File: src/rtl/adder_pkg.sv
// Shared types and limits for the bit-serial adder datapath.
package adder_pkg;

    typedef enum logic [1:0] {
        IDLE = 2'd0,
        RUN  = 2'd1,
        DONE = 2'd2
    } serial_state_t;

    localparam int MAX_WIDTH = 32;

endpackage

File: src/rtl/fa_cell.sv
// 1-bit full-adder cell; sum built from two XNOR stages so it maps onto XNOR-based cells later.
module fa_cell (
    input  logic a,
    input  logic b,
    input  logic ci,
    output logic s,
    output logic co
);

    logic ab_xnor;

    assign ab_xnor = ~(a ^ b);
    assign s       = ~(ab_xnor ^ ci);
    assign co      = (a & b) | (a & ci) | (b & ci);

endmodule

File: src/rtl/serial_adder_ctrl.sv
// Bit-serial adder sequencer: one fa_cell time-shared over WIDTH bits, LSB first.
// Handshake: an addition is accepted on a rising edge where ready=1 and start=1; done pulses for one cycle when sum/cout are valid.
module serial_adder_ctrl
    import adder_pkg::*;
#(
    parameter int WIDTH = 8
) (
    input  logic             clk,
    input  logic             reset,
    input  logic             start,
    input  logic [WIDTH-1:0] a,
    input  logic [WIDTH-1:0] b,
    input  logic             cin,
    output logic             ready,
    output logic             busy,
    output logic             done,
    output logic [WIDTH-1:0] sum,
    output logic             cout
);

    localparam int            CW   = $clog2(WIDTH);
    localparam logic [CW-1:0] LAST = CW'(WIDTH - 1);

    serial_state_t    state, state_next;
    logic [WIDTH-1:0] a_sh, b_sh, sum_q;
    logic [CW-1:0]    cnt;
    logic             carry, cout_q;
    logic             s_bit, c_bit;

    fa_cell u_fa (
        .a  (a_sh[0]),
        .b  (b_sh[0]),
        .ci (carry),
        .s  (s_bit),
        .co (c_bit)
    );

    always_ff @(posedge clk) begin
        if (reset) state <= IDLE;
        else       state <= state_next;
    end

    always_comb begin
        state_next = state;
        case (state)
            IDLE:    if (start) state_next = RUN;
            RUN:     if (cnt == LAST) state_next = DONE;
            DONE:    state_next = IDLE;
            default: state_next = IDLE;
        endcase
    end

    always_ff @(posedge clk) begin
        if (reset) begin
            a_sh   <= '0;
            b_sh   <= '0;
            sum_q  <= '0;
            cnt    <= '0;
            carry  <= 1'b0;
            cout_q <= 1'b0;
        end else begin
            case (state)
                IDLE: begin
                    if (start) begin
                        a_sh   <= a;
                        b_sh   <= b;
                        carry  <= cin;
                        cnt    <= '0;
                        sum_q  <= '0;
                        cout_q <= 1'b0;
                    end
                end
                RUN: begin
                    a_sh  <= a_sh >> 1;
                    b_sh  <= b_sh >> 1;
                    sum_q <= {s_bit, sum_q[WIDTH-1:1]};
                    carry <= c_bit;
                    // Hold at LAST instead of wrapping; the next accept reloads it anyway.
                    if (cnt != LAST) cnt <= cnt + 1'b1;
                    if (cnt == LAST) cout_q <= c_bit;
                end
                default: ;
            endcase
        end
    end

    assign ready = (state == IDLE);
    assign busy  = (state == RUN);
    assign done  = (state == DONE);
    assign sum   = sum_q;
    assign cout  = cout_q;

endmodule

File: config.mk
export PLATFORM = sky130hd
export DESIGN_NAME = serial_adder_ctrl
export DESIGN_NICKNAME = d
export VERILOG_FILES = /design/src/rtl/adder_pkg.sv /design/src/rtl/fa_cell.sv /design/src/rtl/serial_adder_ctrl.sv
export SDC_FILE = /design/constraint.sdc
export NUM_CORES = 1
export LEC_CHECK = 0
export CORE_ASPECT_RATIO = 1.4
export CORE_UTILIZATION = 40
export CTS_BUF_LIST = sky130_fd_sc_hd__clkbuf_16
export CTS_CLUSTER_DIAMETER = 200
export DETAILED_ROUTE_END_ITERATION = 16
export GPL_ROUTABILITY_DRIVEN = 0
export PLACE_DENSITY = 0.75
export SETUP_SLACK_MARGIN = 0.15
export SLEW_MARGIN = 30
export SYNTH_ARGS = -nofsm -noshare
export SYNTH_HDL_FRONTEND = slang
export SYNTH_HIERARCHICAL = 1
export SYNTH_SLANG_ARGS = --single-unit
File: constraint.sdc
create_clock -name clk -period 1.5 [get_ports clk]
set_clock_uncertainty 0.15 [all_clocks]
set_input_delay 0.15 -clock clk [delete_from_list [all_inputs] [get_ports clk]]
set_output_delay 0.15 -clock clk [all_outputs]
set_load 0.005 [all_outputs]
# Word level (Yosys, flattened, before mapping)

Index checks and enable logic that the tools add are counted.

Multipliers: 0
Equality and inequality tests: 7
Bitwise logic cells: 9
Reduce and logical (&&, ||, !) cells: 6
Divide/modulo/power cells: 0
Add/sub/neg operators: 1
Shifts and indexed selects: 0
Muxes and demuxes: 17
$lt $le $gt $ge: 0

Operator list:

| cell                  | count |
|---|---|
| $pmux W8 S2           | 3 |
| $mux W8               | 3 |
| $mux W3               | 2 |
| $pmux W3 S2           | 1 |
| $reduce_and A3 Y1     | 2 |
| $mux W2               | 2 |
| $ne A2 B1 Y1 const B  | 2 |
| $pmux W1 S2           | 2 |
| $pmux W2 S2           | 1 |
| $reduce_and A2 Y1     | 2 |
| $add A3 B1 Y3 const B | 1 |
| $and A1 B1 Y1         | 3 |
| $eq A3 B3 Y1 const B  | 1 |
| $mux W1               | 3 |
| $ne A3 B3 Y1 const B  | 1 |
| $eq A2 B1 Y1 const B  | 1 |
| $eq A2 B2 Y1 const B  | 1 |
| $logic_not A2 Y1      | 1 |
| $ne A2 B2 Y1 const B  | 1 |
| $not A1 Y1            | 2 |
| $or A1 B1 Y1          | 2 |
| $reduce_bool A2 Y1    | 1 |
| $xor A1 B1 Y1         | 2 |

Register bits after elaboration: 31
Input port bits: 20
Latch bits: 0
RAM bits: 0
Memories kept: 0
ROM bits: 0

# Longest topological paths before layout

Gate-level depths: netlist (run 1).

Depth in word-level cells: 5
Mapped depth: 6
Gate-level depth less buffers: 5

# By module

Netlist (run 1), hierarchy kept.

Modules (own cells, without submodules):

| module            | area an instance (sq um) | instances | seq. area each (sq um) | cells an instance |
|---|---|---|---|---|
| serial_adder_ctrl | 1,343.8                  | 1         | 620.6                  | 141 |
| fa_cell           | 20.0                     | 1         | 0.0                    | 1 |

# Worst setup path after synthesis (run 1)

Ideal clock, no wire load.

Kind: register to register
Start: register cnt[0]
End: register cnt[0]
Cell stages (with the launch flop): 7
Buffers on the path: 1
Arrival: 1,241 ps
Slack: 38 ps
Required time: 1,280 ps
Period minus slack after synthesis: 1,462 ps
Cell sequence: dfxtp_1 -> ha_1 -> ha_1 -> clkbuf_1 -> nor4b_1 -> a31oi_1 -> a21oi_1

Cells in the longest elaborated chain, start to end: 3
Elaborated cells between the ends (all ways): 6
Those cells by class: add/sub (1); eq/ne (2); mux (2); reduce/logical (1)

Ends and longest elaborated chain:

| item                                             | line                    | source |
|---|---|---|
| start: declaration                               | serial_adder_ctrl.sv:26 | `logic [CW-1:0] cnt;` |
| start signal: assignment                         | serial_adder_ctrl.sv:79 | `if (cnt != LAST) cnt <= cnt + 1'b1;` |
| $add A3 B1 Y3 or $ne A3 B3 Y1 (tied branches)    | serial_adder_ctrl.sv:79 |  |
| $mux W3 or $ne A2 B1 Y1 (tied branches)          | --                      |  |
| $pmux W3 S2 or $reduce_and A3 Y1 (tied branches) | --                      |  |

Several ways; a longest one is shown, not always the timed one. The select of a mux whose other input is x is not followed.
A chain may end at the register's enable or synchronous reset.

# Final worst setup path (run 1)

Start: register state[0]
End: register a_sh[1]

Cells in the longest elaborated chain, start to end: 3
Elaborated cells between the ends (all ways): 6
Those cells by class: eq/ne (2); mux (1); reduce/logical (3)

Ends and longest elaborated chain:

| item                                                         | line                    | source |
|---|---|---|
| start: declaration                                           | serial_adder_ctrl.sv:24 | `serial_state_t state, state_next;` |
| start signal: assignment                                     | serial_adder_ctrl.sv:40 | `else state <= state_next;` |
| $eq A2 B1 Y1 or $logic_not A2 Y1 (tied branches)             | serial_adder_ctrl.sv:62 | `case (state)` |
| $reduce_bool A2 Y1 (no line) or $ne A2 B2 Y1 (tied branches) | --                      |  |
| $reduce_and A2 Y1 (no line)                                  | --                      |  |
| end signal: assignment                                       | serial_adder_ctrl.sv:74 | `a_sh <= a_sh >> 1;` |
| end: declaration                                             | serial_adder_ctrl.sv:25 | `logic [WIDTH-1:0] a_sh, b_sh, sum_q;` |

Several ways; a longest one is shown, not always the timed one.

==> results.txt, run 1 <==
Power, Total - 2.16 mW
die area - 3650 um2
count of different cell masters after synthesis - 26
net switching fraction of the power - 23.6%
number of antenna violations at the first check in global routing - 0
post-place instance area - 1770 um2
source of the critical timing path - state[0]
Clock H-tree levels - 2
Synth top cells by count - dfxtp_1, nor2_1, mux2i_1
Sequential Power Share - 41.8%
count of flip-flops with a built-in enable after synthesis - 0
f_max - 0.745 GHz
First DRT Iteration DRCs - 33
fraction of synthesized cell area taken by the top area cell type - 45.5%
number of placed I/O pins - 32
effective utilization at floorplan - 42.8%
Final period util - 89.5%
startpoint-to-endpoint class of the critical path - reg2reg
post-synthesis instance total - 142
setup repair after global routing missed its margin - yes
fraction of synthesis flops using an asynchronous set or reset pin - 0%
worst setup margin - 0.157 ns
VDD IR-drop max - 788 uV
CTS tree - yes
outcome - finished clean
first-pass iteration count of the detailed router - 5
PortBufs - 31
Place WS - -0.0524 ns
number of diodes added for antenna fixing - 0
final layout net count - 206
Max-slew headroom - 85.2%
Die Wd - 51.4 um
Clk pin slew, worst setup/hold paths - 0.05 ns
Comb power frac - 15.3%
Pins Over Slew Limit - 0
P_sw - 512 uW
maximum buffer depth of the clock tree - 2
Max-Cap Viols - 0
fraction of final layout cells with drive strength greater than 1 - 28.8%
type of the most critical hold path - in2reg
number of hold violations in the final report - 0
Min Hold Slack - 0.277 ns
summed area of non-filler cells in the final layout - 2070 um2
Synth Area per Inst - 9.60 um2
CP startpoint kind - flip-flop
leading cell type by number of instances after synthesis - dfxtp_1
worst skew pair latency - 0.27 ns
vias in the first global route - 1,271
commonest register cell after synthesis - dfxtp_1
number of clock sinks seen by CTS - 31
post-route minimum period - 1.34 ns
Vias/cell - 5.44
Worst R2R Start - state[0]
total routing usage reported by global routing - 20.4%
Yosys warning count - 6
Vias - 1,213
syn_nets - 165
#FFs+latches synth - 31
Worst-Margin Slew - 0.216 ns
DPL Wire Length - 2.10 mm
die height - 71.1 um
highest fanout seen on the critical path - 15
summed instance area of the synthesized netlist - 1360 um2
sort of element at the end of the critical path - flip-flop
internal power - 1.65 mW
site row count - 24
final setup vio count - 0
crit path DAT - 1.35 ns
CTS root buf - clkbuf_16
Routed WL - 3.43 mm
average wire per standard cell - 15.4 um
Seq/Total Area, Yosys - 45.5%
area leader, netlist - dfxtp_1
leakage component of the power - 0.844 nW
area delta synth->final - 51.9%
DRC errors left - 0
residual overflow from global routing - 0
Inserted Clock Buffers - 5
placeable core region - 3180 um2
sum of negative setup slack - 0 ns
worst min-delay path startpoint - start
power per unit of standard cell area - 1040 nW/um2
data required time of the critical path - 1.50 ns
pin count of the biggest net entering global routing - 32
cells taking the most area after synthesis - dfxtp_1, mux2i_1, a211oi_1
clock group share of total power - 42.9%
first-pass GRT wire length - 5.48 mm
count of nets left with antenna violations after detail routing - 0
## critical path, stage by stage, from the launching register on
cell	delay, ns
dfxtp_4	0.35
buf_8	0.12
o21ba_4	0.24
buf_12	0.15
nor2_1	0.14
a211oi_2	0.07
## flip-flops by register name, summed over array words and instances (netlist names)
signal	count
cout	1
sum	8
cnt	3
carry	1
state	2
a_sh	8
b_sh	8
## per-stage QoR
stage	std cells	util [%]
after global placement	209	55.6
after detailed placement	209	55.6
after CTS	223	63.0
after floorplan	142	-
after global routing	223	65.1
final	223	65.1
## cell usage in the layout (no fill, tap or decap), types with 2 or more instances in the layout
| cell type | netlist | final |
|---|---|---|
| dfxtp_1 | 31 | 20 |
| a211oi_1 | 15 | 8 |
| dfxtp_2 | 0 | 8 |
| buf_4 | 1 | 8 |
| clkdlybuf4s50_1 | 0 | 18 |
| dfxtp_4 | 0 | 3 |
| dlygate4sd2_1 | 0 | 9 |
| a211oi_2 | 0 | 7 |
| nor2_1 | 27 | 26 |
| buf_12 | 1 | 2 |
| a21oi_1 | 4 | 4 |
| o21ai_0 | 3 | 2 |
| a22oi_1 | 8 | 7 |
| mux2i_1 | 16 | 14 |
| nand3_1 | 5 | 5 |
| inv_1 | 1 | 2 |
| nand4bb_1 | 2 | 2 |
| ha_4 | 0 | 2 |
| mux2i_2 | 0 | 2 |
| nand2_1 | 4 | 4 |
| clkinv_1 | 0 | 2 |
| clkbuf_16 | 0 | 5 |
| buf_6 | 1 | 3 |
| a31oi_1 | 3 | 3 |
## metal layers
| metal | vias up | GRT usage, % | share of wire [%] |
|---|---|---|---|
| met5 | - | 0 | 0 |
| met4 | 0 | 9.01 | 1.7 |
| met3 | 5 | 6.88 | 6.4 |
| met2 | 36 | 37.6 | 55 |
| met1 | 581 | 20.0 | 37 |
| li1 | 591 | - | - |
## logic make-up after synthesis
logic type / Yosys count / share of synthesized area [%]
compound gates: 35 / 17.9
fa+ha+maj: 3 / 3.30
buf+inv: 14 / 7.06
flops: 31 / 45.5
mux: 16 / 11.7
simple gates: 43 / 14.5
## final timing paths
path / end / slack [ns] / cells after the start
setup / recovery: a_sh[1] / 0.16 / 5
hold reg to reg: cout / 0.34 / 2
setup reg to reg: a_sh[1] / 0.16 / 5
hold / removal: b_sh[7] / 0.28 / 4
## power groups by stage
| stage | sequential (mW) | clock [mW] | combinational (mW) |
|---|---|---|---|
| 2_1_floorplan | 0.912 | 0 | 0.166 |
| 3_3_place_gp | 0.917 | 0 | 0.257 |
| 3_5_place_dp | 0.920 | 0 | 0.269 |
| 4_1_cts | 0.902 | 0.935 | 0.306 |
| 5_1_grt | 0.909 | 0.971 | 0.358 |
| 6_report | 0.904 | 0.927 | 0.331 |
## area by class of cell
cell class / count / area (um2)
fillers: 287 / 1110
inverters: 1 / 3.75
flip-flops and latches: 31 / 642
clock buffers: 5 / 125
multi-input cells: 97 / 766
well taps: 39 / 48.8
clock inverters: 3 / 11.3
repair buffers: 47 / 475
## what timing repair did
item | in CTS | in global routing
gates cloned | 2 | 0
gates resized for setup | 34 | 22
endpoints found under the setup margin | 30 | 24
hold buffers | 0 | 0
pin swaps | 6 | 4
setup buffers | 4 | 0
Note: power is estimated with default switching activity, not from simulation.
==> run 2: changes to the inputs <==
--- a/config.mk
+++ b/config.mk
@@ -12,6 +12,7 @@
 export DETAILED_ROUTE_END_ITERATION = 16
 export GPL_ROUTABILITY_DRIVEN = 0
 export PLACE_DENSITY = 0.75
+export RECOVER_POWER = 50
 export SETUP_SLACK_MARGIN = 0.15
 export SLEW_MARGIN = 30
 export SYNTH_ARGS = -nofsm -noshare
==> run 2 against run 1 <==
  * Core utilization down 0.59 points
  * Combinational power fell by 2%
  * Total power down 0.34%
  * Fmax fell by 3.4%
  * Non-clock buffer count did not move
  * Final area down 0.91%
  * Global-route usage unchanged
  * Clock power is essentially flat
  * Clock-buffer cell count unchanged
  * Worst hold slack got worse by 0.0080 ns
  * Routed wire length is essentially flat
  * Critical endpoint is now ready
  * Largest cell class unchanged
==> results.txt, run 2 (synthesized netlist as in run 1, its figures left out) <==
outcome - finished clean
Worst R2R Start - state[0]
CTS root buf - clkbuf_16
sequential standard cell area - 637 um2
leakage component of the power - 0.832 nW
multi-input combinational cell area - 759 um2
setup repair after global routing missed its margin - yes
pin count of the biggest net entering global routing - 32
cts hold-fix bufs - 0
sort of element at the end of the critical path - primary output
number of hold violations in the final report - 0
Clk pin slew, worst setup/hold paths - 0.05 ns
setup slack of the worst register-to-register path - 0.13 ns
Clock H-tree levels - 2
First DRT Iteration DRCs - 33
vias in the first global route - 1,271
fraction of final layout cells with drive strength greater than 1 - 25.5%
f_max - 0.719 GHz
number of stages on the worst hold path - 4
worst min-delay path endpoint - a_sh[7]
leading cell type in the layout, fill and taps excluded - nor2_1
first-pass GRT wire length - 5.48 mm
power per unit of standard cell area - 1050 nW/um2
summed area of non-filler cells in the final layout - 2050 um2
Inserted Clock Buffers - 5
residual overflow from global routing - 0
total routing usage reported by global routing - 20.4%
worst skew pair latency - 0.27 ns
die height - 71.1 um
Pins Over Slew Limit - 0
VDD IR-drop max - 788 uV
worst min-delay path startpoint - start
number of diodes added for antenna fixing - 0
FF-to-FF path depth - 5
DPL Wire Length - 2.10 mm
Die Wd - 51.4 um
Routed WL - 3.43 mm
Final period util - 92.7%
average wire per standard cell - 15.4 um
Max-slew headroom - 81.5%
maximum buffer depth of the clock tree - 2
area delta synth->final - 50.6%
crit path DAT - 1.09 ns
number of antenna violations at the first check in global routing - 0
final layout net count - 206
worst reg2reg endpoint - a_sh[1]
CP startpoint kind - flip-flop
CTS tree - yes
Max-Cap Viols - 0
PortBufs - 31
data required time of the critical path - 1.20 ns
total of fill cells in the finished design - 293
DRC errors left - 0
Worst-Margin Slew - 0.278 ns
post-place instance area - 1770 um2
sum of negative setup slack - 0 ns
number of placed I/O pins - 32
placeable core region - 3180 um2
startpoint-to-endpoint class of the critical path - reg2out
number of clock sinks seen by CTS - 31
most frequent cells in the layout - nor2_1, dfxtp_1, clkdlybuf4s50_1, mux2i_1, dlygate4sd2_1
Vias/cell - 5.45
Power, Total - 2.16 mW
final setup vio count - 0
worst setup margin - 0.109 ns
site row count - 24
Vias - 1,215
Place WS - -0.0524 ns
first-pass iteration count of the detailed router - 5
type of the most critical hold path - in2reg
highest fanout seen on the critical path - 6
count of nets left with antenna violations after detail routing - 0
effective utilization at floorplan - 42.8%
post-route minimum period - 1.39 ns
Min Hold Slack - 0.269 ns
die area - 3650 um2
## run 2: cell count changes in the layout (fill, tap and decap cells not counted)
cell      before  now
clkbuf_1       0    2
buf_4          8    7
o21ba_2        0    1
clkbuf_4       1    0
dfxtp_1       20   24
dfxtp_2        8    4
buf_2          1    0
o21ba_4        1    0
clkbuf_2       1    2
## run 2: worst max-delay path by stage
| stage | depth (start not counted) | startpoint | slack, ns | endpoint |
|---|---|---|---|---|
| after global routing | 3 | state[0] | 0.06 | done |
| after floorplan | 6 | cnt[0] | 0.11 | cnt[0] |
| after detailed placement | 5 | start | -0.05 | b_sh[3] |
| after global placement | 5 | start | 0.04 | a_sh[0] |
| after CTS | 3 | state[0] | 0.08 | done |
| final | 3 | state[0] | 0.11 | ready |
## run 2: metal layers
| metal | share of wire, % | global-route usage [%] | routed length (um) |
|---|---|---|---|
| met1 | 37 | 20.0 | 1270 |
| met5 | 0 | 0 | 0 |
| met4 | 1.7 | 9.01 | 59 |
| met2 | 55 | 37.6 | 1890 |
| met3 | 6.2 | 6.88 | 211 |
## run 2: metrics by stage
stage	util, %	instances
4_1_cts	63.0	223
3_3_place_gp	55.6	209
2_1_floorplan	-	142
6_report	64.5	223
3_5_place_dp	55.6	209
5_1_grt	64.5	223
## run 2: where the power goes
part	leakage [nW]	switching (mW)	internal [mW]
sequential	0.258	0.0322	0.872
combinational	0.504	0.146	0.180
clock	0.0701	0.331	0.594
total	0.832	0.509	1.65
## run 2: critical path, stage by stage, from the launching register on
cell,delay [ns]
dfxtp_4,0.36
clkbuf_1,0.25
nor2_1,0.08
clkbuf_1,0.12
## run 2: repair_timing
item | 4_1_cts | 5_1_grt
buffers inserted | 4 | 0
endpoints found under the setup margin | 30 | 24
gates resized for setup | 34 | 22
gates cloned | 2 | 0
pin swaps | 6 | 4
## run 2: cell type report
cell class	count	area share, %
Tap cell	39	2.38
Inverter	1	0.183
Multi-Input combinational cell	97	37.0
Timing Repair Buffer	47	22.8
Clock buffer	5	6.09
Sequential cell	31	31.0
Clock inverter	3	0.548
==> run 3: changes to the inputs <==
--- a/config.mk
+++ b/config.mk
@@ -6,12 +6,12 @@
 export NUM_CORES = 1
 export LEC_CHECK = 0
 export CORE_ASPECT_RATIO = 1.4
-export CORE_UTILIZATION = 40
+export CORE_UTILIZATION = 44
 export CTS_BUF_LIST = sky130_fd_sc_hd__clkbuf_16
 export CTS_CLUSTER_DIAMETER = 200
 export DETAILED_ROUTE_END_ITERATION = 16
 export GPL_ROUTABILITY_DRIVEN = 0
-export PLACE_DENSITY = 0.75
+export PLACE_DENSITY = 0.81
 export RECOVER_POWER = 50
 export SETUP_SLACK_MARGIN = 0.15
 export SLEW_MARGIN = 30
==> run 3 against run 2 <==
  * First-iteration DRC count down 12%
  * Clock power fell by 0.8%
  * Largest cell class unchanged
  * Critical path type is now reg2reg
  * Final cell count decreased by 1.3%
  * Highest routed layer unchanged
  * Worst hold slack better by 0.064 ns
  * Register-to-register slack lost 0.02 ns
==> results.txt, run 3 (synthesized netlist as in run 1, its figures left out) <==
outcome - finished clean
Min Hold Slack - 0.333 ns
Pins Over Slew Limit - 0
Max-Cap Viols - 0
most frequent cells in the layout - nor2_1, dfxtp_1, clkdlybuf4s50_1, a211oi_2, mux2i_1
PortBufs - 31
routing usage on met3 - 6.22%
Die Wd - 49.1 um
grt met1 use - 22.3%
VDD IR-drop max - 820 uV
setup slack of the worst register-to-register path - 0.11 ns
final setup vio count - 0
DRC errors left - 0
startpoint-to-endpoint class of the critical path - reg2reg
final layout net count - 205
Vias/cell - 5.60
number of antenna violations at the first check in global routing - 0
Inserted Clock Buffers - 5
leakage component of the power - 0.839 nW
Worst R2R Start - state[1]
number of diodes added for antenna fixing - 0
sum of negative setup slack - 0 ns
CP startpoint kind - flip-flop
ordered list of cells on the worst path - buf_6 -> o21ba_4 -> buf_12 -> buf_16 -> a211oi_1
worst min-delay path endpoint - b_sh[7]
setup repair after global routing missed its margin - yes
Largest stage delay, worst path - 0.38 ns
Routed WL - 3.34 mm
first-pass GRT wire length - 5.22 mm
FF-to-FF path depth - 5
number of clock sinks seen by CTS - 31
Final period util - 92.7%
worst reg2reg endpoint - a_sh[1]
area delta synth->final - 54.7%
number of placed I/O pins - 32
first-pass iteration count of the detailed router - 4
average wire per standard cell - 15.2 um
First DRT Iteration DRCs - 29
total routing usage reported by global routing - 21.5%
Max-slew headroom - 86.5%
Global Route met2 Usage - 39.8%
Critical Path Slowest Stage Cell - dfxtp_4
worst skew pair latency - 0.27 ns
summed area of non-filler cells in the final layout - 2110 um2
die area - 3330 um2
Clk pin slew, worst setup/hold paths - 0.05 ns
f_max - 0.719 GHz
busiest grt layer - met2
maximum buffer depth of the clock tree - 2
CTS tree - yes
pin count of the biggest net entering global routing - 32
sort of element at the end of the critical path - flip-flop
die height - 67.9 um
Vias - 1,232
Power, Total - 2.17 mW
Clock H-tree levels - 2
post-route minimum period - 1.39 ns
number of hold violations in the final report - 0
count of nets left with antenna violations after detail routing - 0
placeable core region - 2910 um2
data required time of the critical path - 1.53 ns
number of stages on the worst hold path - 2
residual overflow from global routing - 0
DPL Wire Length - 2.04 mm
effective utilization at floorplan - 46.9%
site row count - 23
leading cell type in the layout, fill and taps excluded - nor2_1
type of the most critical hold path - reg2reg
post-place instance area - 1760 um2
power per unit of standard cell area - 1030 nW/um2
CTS root buf - clkbuf_16
Worst-Margin Slew - 0.197 ns
fraction of final layout cells with drive strength greater than 1 - 28.4%
vias in the first global route - 1,154
highest fanout seen on the critical path - 15
crit path DAT - 1.42 ns
worst min-delay path startpoint - b_sh[7]
-- run 3: worst max-delay path by stage --
stage / startpoint / to / slack, ns / depth (start not counted)
after floorplan: cnt[0] / cnt[0] / 0.11 / 6
after detailed placement: start / b_sh[1] / -0.02 / 5
after CTS: state[1] / b_sh[3] / 0.14 / 4
after global routing: state[1] / a_sh[1] / 0.07 / 5
final: state[1] / a_sh[1] / 0.11 / 5
after global placement: state[0] / busy / 0.04 / 2
-- run 3: final cells by class --
| cell class | count | area (um2) |
|---|---|---|
| sequential | 31 | 637 |
| multi-input combinational | 97 | 812 |
| tap | 37 | 46.3 |
| clock buffer | 5 | 125 |
| timing repair buffer | 46 | 474 |
| inverter | 1 | 3.75 |
| clock inverter | 3 | 11.3 |
| fill | 200 | 797 |
-- run 3: timing repair --
item / 4_1_cts / 5_1_grt
hold buffers: 0 / 0
resized for setup: 36 / 20
setup endpoints to repair: 29 / 24
pin swaps: 1 / 2
cloned: 1 / 0
buffers inserted: 4 / 1
-- run 3: per-stage QoR --
step,setup WS (ns),utilization [%],std cells
final,0.109,72.6,220
after global routing,0.0711,72.6,220
after CTS,0.144,70.0,219
after detailed placement,-0.0218,60.5,206
after global placement,0.0442,60.5,206
after floorplan,0.106,-,142
-- run 3: critical path, delay by kind of cell (launching register included) --
kind / cells / cell delay [ns]
AO/OA/AOI/OAI: 2 / 0.39
buffers and inverters: 3 / 0.39
flip-flops: 1 / 0.38
-- run 3: routing by layer --
metal / vias up / part of all wire [%]
li1: 585 / -
met1: 600 / 39
met2: 41 / 53
met3: 6 / 5.7
met4: 0 / 1.9
met5: - / 0
-- run 3: where the power goes --
group	leakage (nW)	total, mW	internal [mW]	switching (mW)
Clock	0.0701	0.919	0.594	0.325
Sequential	0.258	0.906	0.870	0.0360
Combinational	0.511	0.349	0.194	0.155
Total	0.839	2.17	1.66	0.516
